==> config.mk <==
export PLATFORM = sky130hd
export DESIGN_NAME = instr_fetch_unit
export DESIGN_NICKNAME = d
export VERILOG_FILES = /design/src/rtl/instr_fetch_unit.sv
export SDC_FILE = /design/constraint.sdc
export NUM_CORES = 1
export LEC_CHECK = 0
export BUFFER_PORTS_ARGS = -buffer_cell sky130_fd_sc_hd__buf_2
export CAP_MARGIN = 20
export CORE_MARGIN = 5
export CORE_UTILIZATION = 34
export DETAILED_ROUTE_END_ITERATION = 7
export PLACE_DENSITY = 0.66
export SLEW_MARGIN = 20
export SYNTH_ARGS = -nofsm -noshare
export SYNTH_HDL_FRONTEND = slang
export SYNTH_SLANG_ARGS = --single-unit
==> constraint.sdc <==
create_clock -name clk -period 4.5 [get_ports clk]
set_clock_uncertainty 0.05 [all_clocks]
set_input_delay 0.45 -clock clk [delete_from_list [all_inputs] [get_ports clk]]
set_output_delay 0.45 -clock clk [all_outputs]
set_load 0.02 [all_outputs]
==> src/rtl/instr_fetch_unit.sv <==
// Instruction fetch unit: one-outstanding-request fetcher feeding a small in-order buffer.
//
// Parameters:
//   RESET_PC    first fetch address after reset
//   FIFO_DEPTH  fetch buffer entries (2 or 4)
// Ports:
//   clk, reset                  clock, asynchronous active-low reset
//   imem_req/addr/gnt           instruction memory request channel
//   imem_rvalid/rdata           instruction memory response channel
//   if_valid/if_instr/if_pc     buffer head towards decode
//   id_ready                    decode consumes the head
//   redirect/redirect_pc        flush and refetch from a new PC
// Optional (macro IFU_PERF_EN):
//   fetch_cnt                   pops accepted by decode
//   stall_cnt                   cycles with an empty buffer and no redirect
module instr_fetch_unit #(
  parameter logic [31:0] RESET_PC   = 32'h0000_0000,
  parameter int unsigned FIFO_DEPTH = 2
) (
  input  logic        clk,
  input  logic        reset,
  output logic        imem_req,
  output logic [31:0] imem_addr,
  input  logic        imem_gnt,
  input  logic        imem_rvalid,
  input  logic [31:0] imem_rdata,
  output logic        if_valid,
  output logic [31:0] if_instr,
  output logic [31:0] if_pc,
  input  logic        id_ready,
  input  logic        redirect,
  input  logic [31:0] redirect_pc
`ifdef IFU_PERF_EN
  ,
  output logic [31:0] fetch_cnt,
  output logic [31:0] stall_cnt
`endif
);

  localparam int unsigned PtrW = $clog2(FIFO_DEPTH);
  localparam int unsigned CntW = PtrW + 1;
  localparam logic [CntW-1:0] Depth = CntW'(FIFO_DEPTH);

  typedef enum logic [1:0] {StReq, StWait, StDrain, StFull} state_e;

  state_e            state_q, state_d;
  logic [31:0]       fetch_pc_q, fetch_pc_d;
  logic [PtrW-1:0]   rd_ptr_q, wr_ptr_q;
  logic [CntW-1:0]   count_q, count_d;
  logic [31:0]       pc_mem_q    [FIFO_DEPTH];
  logic [31:0]       instr_mem_q [FIFO_DEPTH];
  logic              push, pop;
  logic              unused_redirect_lsb;

  assign unused_redirect_lsb = ^redirect_pc[1:0];

  // A redirect suppresses both the incoming response and any same-cycle pop.
  assign push = (state_q == StWait) & imem_rvalid & ~redirect;
  assign pop  = (count_q != '0) & id_ready & ~redirect;

  always_comb begin
    count_d = count_q;
    if (redirect) begin
      count_d = '0;
    end else begin
      if (push) count_d = count_d + CntW'(1);
      if (pop)  count_d = count_d - CntW'(1);
    end
  end

  always_comb begin
    fetch_pc_d = fetch_pc_q;
    if (redirect) begin
      fetch_pc_d = {redirect_pc[31:2], 2'b00};
    end else if (push) begin
      fetch_pc_d = fetch_pc_q + 32'd4;
    end
  end

  // State register
  always_ff @(posedge clk or negedge reset) begin
    if (!reset) begin
      state_q <= StReq;
    end else begin
      state_q <= state_d;
    end
  end

  // Next-state logic
  always_comb begin
    state_d = state_q;
    unique case (state_q)
      StReq: begin
        if (redirect)      state_d = imem_gnt ? StDrain : StReq;
        else if (imem_gnt) state_d = StWait;
      end
      StWait: begin
        if (redirect)         state_d = imem_rvalid ? StReq : StDrain;
        else if (imem_rvalid) state_d = (count_d < Depth) ? StReq : StFull;
      end
      // The stale response is consumed here; a redirect only retargets fetch_pc.
      StDrain: begin
        if (imem_rvalid) state_d = StReq;
      end
      StFull: begin
        if (redirect || pop) state_d = StReq;
      end
      default: state_d = StReq;
    endcase
  end

  // Outputs
  always_comb begin
    imem_req  = (state_q == StReq);
    imem_addr = fetch_pc_q;
    if_valid  = (count_q != '0);
    if_instr  = if_valid ? instr_mem_q[rd_ptr_q] : '0;
    if_pc     = if_valid ? pc_mem_q[rd_ptr_q]    : '0;
  end

  always_ff @(posedge clk or negedge reset) begin
    if (!reset) begin
      fetch_pc_q <= RESET_PC;
      rd_ptr_q   <= '0;
      wr_ptr_q   <= '0;
      count_q    <= '0;
    end else begin
      fetch_pc_q <= fetch_pc_d;
      count_q    <= count_d;
      if (redirect) begin
        rd_ptr_q <= '0;
        wr_ptr_q <= '0;
      end else begin
        if (push) wr_ptr_q <= wr_ptr_q + PtrW'(1);
        if (pop)  rd_ptr_q <= rd_ptr_q + PtrW'(1);
      end
    end
  end

  // Buffer storage needs no reset: entries are only visible while counted.
  always_ff @(posedge clk) begin
    if (push) begin
      pc_mem_q[wr_ptr_q]    <= fetch_pc_q;
      instr_mem_q[wr_ptr_q] <= imem_rdata;
    end
  end

`ifdef IFU_PERF_EN
  always_ff @(posedge clk or negedge reset) begin
    if (!reset) begin
      fetch_cnt <= '0;
      stall_cnt <= '0;
    end else begin
      if (pop)                    fetch_cnt <= fetch_cnt + 32'd1;
      if (!if_valid && !redirect) stall_cnt <= stall_cnt + 32'd1;
    end
  end
`else
  // Performance counters not built.
`endif

endmodule

==> qor.csv <==
metric;value;unit
setup_violations;0;
crit_chain;buf_4 -> mux2i_1 -> nor2_1 -> buf_2;
ant_nets;0;
antenna_found_initial;0;
reg2reg_from;state_q[1];
dp_hpwl;10540;um
start_kind;flip-flop;
path_class;reg -> out;
fin_cells;958;
dr.pass1.iters;4;
synth.top_cells.by_count;edfxtp_1 (124), nor2_1 (87), mux2i_1 (63);
relSlewSlack;0.3140;
dieHeight;152.8;um
cell_internal_pwr;3175;uW
end_kind;primary output;
power_density;559.0;nW/um2
port_buffers;161;
postCtsSetupRepairBufs;0;
synth_seq_area_share;0.6673;
critPathLaunch;rd_ptr_q;
synth_top_area_cell;edfxtp_1;
swShare;0.3401;
yosys.area.top_type_share;0.5373;
rsz0062_at_grt;false;
cts.sinks;160;
fin_crit;2.872;ns
synth-seq-cells;160;
synth_flop_cell;edfxtp_1;
ir_drop;0.0002632;V
htreeDepth;4;
synthArstFlopShare;0.2250;
area_growth;24.19;%
combinationalPowerShare;0.287;
hp-class;in -> async;
multiInputGateArea;2130;um2
slowest_delay;1.00;ns
place.gp.congestion;0.7594;
worst_slew_pin_slew;1.023;ns
rows;52;
final_area;8607;um2
numCtsBuffers;17;
die-area;23340;um2
max_clock_freq;348.2;MHz
power_leakage;0.003229;uW
cts_root_buf;clkbuf_16;
clkPwrFrac;0.321;
seqPwrFrac;0.392;
outcome;finished clean;
r2r_slack;2.00;ns
final-hold-violation-count;0;
synth_area_leaders;edfxtp_1 (54%), dfrtp_1 (13%), mux2i_1 (9.1%);
drive_gt1_frac;0.3038;
grt_max_degree;63;
vias_per_cell;4.810;
slowest_stage;dfrtp_4;
initial_core_util;0.3436;
clk_latency;0.42;ns
required;4.00;ns
n_antenna_cell;0;
boundaryPins;168;
cts_tree;built;
period_share;0.6383;
ys_types;49;
cts_hold_repair.buffers;0;
vias;4608;
reg2reg_depth;3;
syn_area_per_cell;13.23;um2
path_depth;4;
synthesis.area;6930;um2
wirelength;16130;um
grt_pass1_wl;25230;um
p_sw;1636;uW
synth_edf_count;124;
post-route-util;0.4267;
path_buf_inv;2;
r2r_end;instr_mem_q[1][26];
core_area;20170;um2
critical-path-top-delay-family;flip-flops;
maxCapViolations;0;
ys_warn_count;0;
layout.nets;747;
cts.path.max_buffers;2;
grt_pass1_vias;4504;
die_x;152.8;um
drt_iter0_drc;225;
n_fill_cell;1911;
cp-endpoint;if_pc[20];
dp.cells;926;
post_drt_wl_per_cell;16.84;um
placed_cell_area;7955;um2
gr-total-overflow;0;
cts_resized;0;
yosysMostFrequentCell;edfxtp_1;
drv_slew;0;
clkTransAtPathRegs;0.07;ns
syn_inst;524;
cp.arrival;2.37;ns
seq_area;4628;um2
worstPathMaxFanout;48;
fin_setup_tns;0;ns
drc;0;
grt_usage;0.1378;
-- registers in the layout, summed over array words and instances (netlist names) --
name	count
imem_addr	30
wr_ptr_q	1
pc_mem_q	60
count_q	2
state_q	2
rd_ptr_q	1
instr_mem_q	64
-- cell type report --
type,instances,area share
clock buffers,18,0.05102
clock inverters,14,0.02355
inverters,9,0.003925
multi-input cells,322,0.2474
flip-flops and latches,160,0.5377
well taps,270,0.03925
repair buffers,165,0.09711
-- worst reg2reg max path, stage by stage (launching register included) --
cell and delay [ns]:
dfrtp_1 0.46, nand4bb_1 0.63, nor2_4 0.21, buf_4 0.73
-- cell usage in the layout (no fill, tap or decap), types with 3 or more instances in the layout --
master / count
dfrtp_1: 35
and4_1: 5
conb_1: 4
nand3_1: 11
or4_1: 13
buf_2: 161
buf_4: 4
nor2_1: 85
o21ai_0: 10
nand3b_1: 3
edfxtp_1: 124
inv_6: 4
mux2i_1: 63
nand4_1: 7
bufinv_16: 4
o21ai_1: 8
o31ai_1: 10
o211ai_1: 3
nand2_1: 28
nor2b_1: 3
a31oi_1: 16
clkinvlp_4: 3
clkbuf_16: 17
inv_1: 8
or3_1: 8
a21oi_1: 3
xor2_1: 3
xnor2_1: 9
-- worst min-delay path by stage --
stage | start | end | cells past startpoint
floorplan | reset | count_q[0] | 0
global placement | imem_addr[28] | pc_mem_q[0][28] | 0
detailed placement | imem_addr[28] | pc_mem_q[0][28] | 0
CTS | reset | count_q[1] | 1
global route | imem_rdata[1] | instr_mem_q[1][1] | 1
finish | reset | imem_addr[28] | 1
-- power by group through the flow --
stage / sequential, uW / clock (uW) / combinational (uW)
3_3_place_gp: 1920 / 0 / 1380
2_1_floorplan: 1840 / 0 / 975
3_5_place_dp: 1920 / 0 / 1390
5_1_grt: 1910 / 1660 / 1500
4_1_cts: 1890 / 1580 / 1390
6_report: 1890 / 1540 / 1380
-- metrics by stage --
stage          hold slack [ns]  power, uW  setup WS, ns
6_report               0.09288       4811         1.628
5_1_grt                 0.1409       5075         1.456
3_3_place_gp            0.4752       3294         1.669
4_1_cts                 0.1032       4868         1.366
3_5_place_dp            0.4755       3312         1.616
2_1_floorplan           0.1044       2816        0.4122
-- per-layer routing --
metal  vias to the layer above  global-route usage  share of wire
met5                         -                   0              0
met4                         0             0.05431          0.015
met3                        14             0.03437          0.055
met2                       133              0.2238           0.48
met1                      2226              0.1780           0.44
li1                       2235                   -              -
-- cells by family after synthesis --
kind of cell | count (synthesis) | synth area share
buf+inv | 45 | 0.03105
mux | 66 | 0.09749
flops | 160 | 0.6673
fa+ha+maj | 2 | 0.003610
other cells | 1 | 0.0005411
compound gates | 57 | 0.05182
xor+xnor | 12 | 0.01517
simple gates | 181 | 0.1331
(Power assumes the default switching activity.)
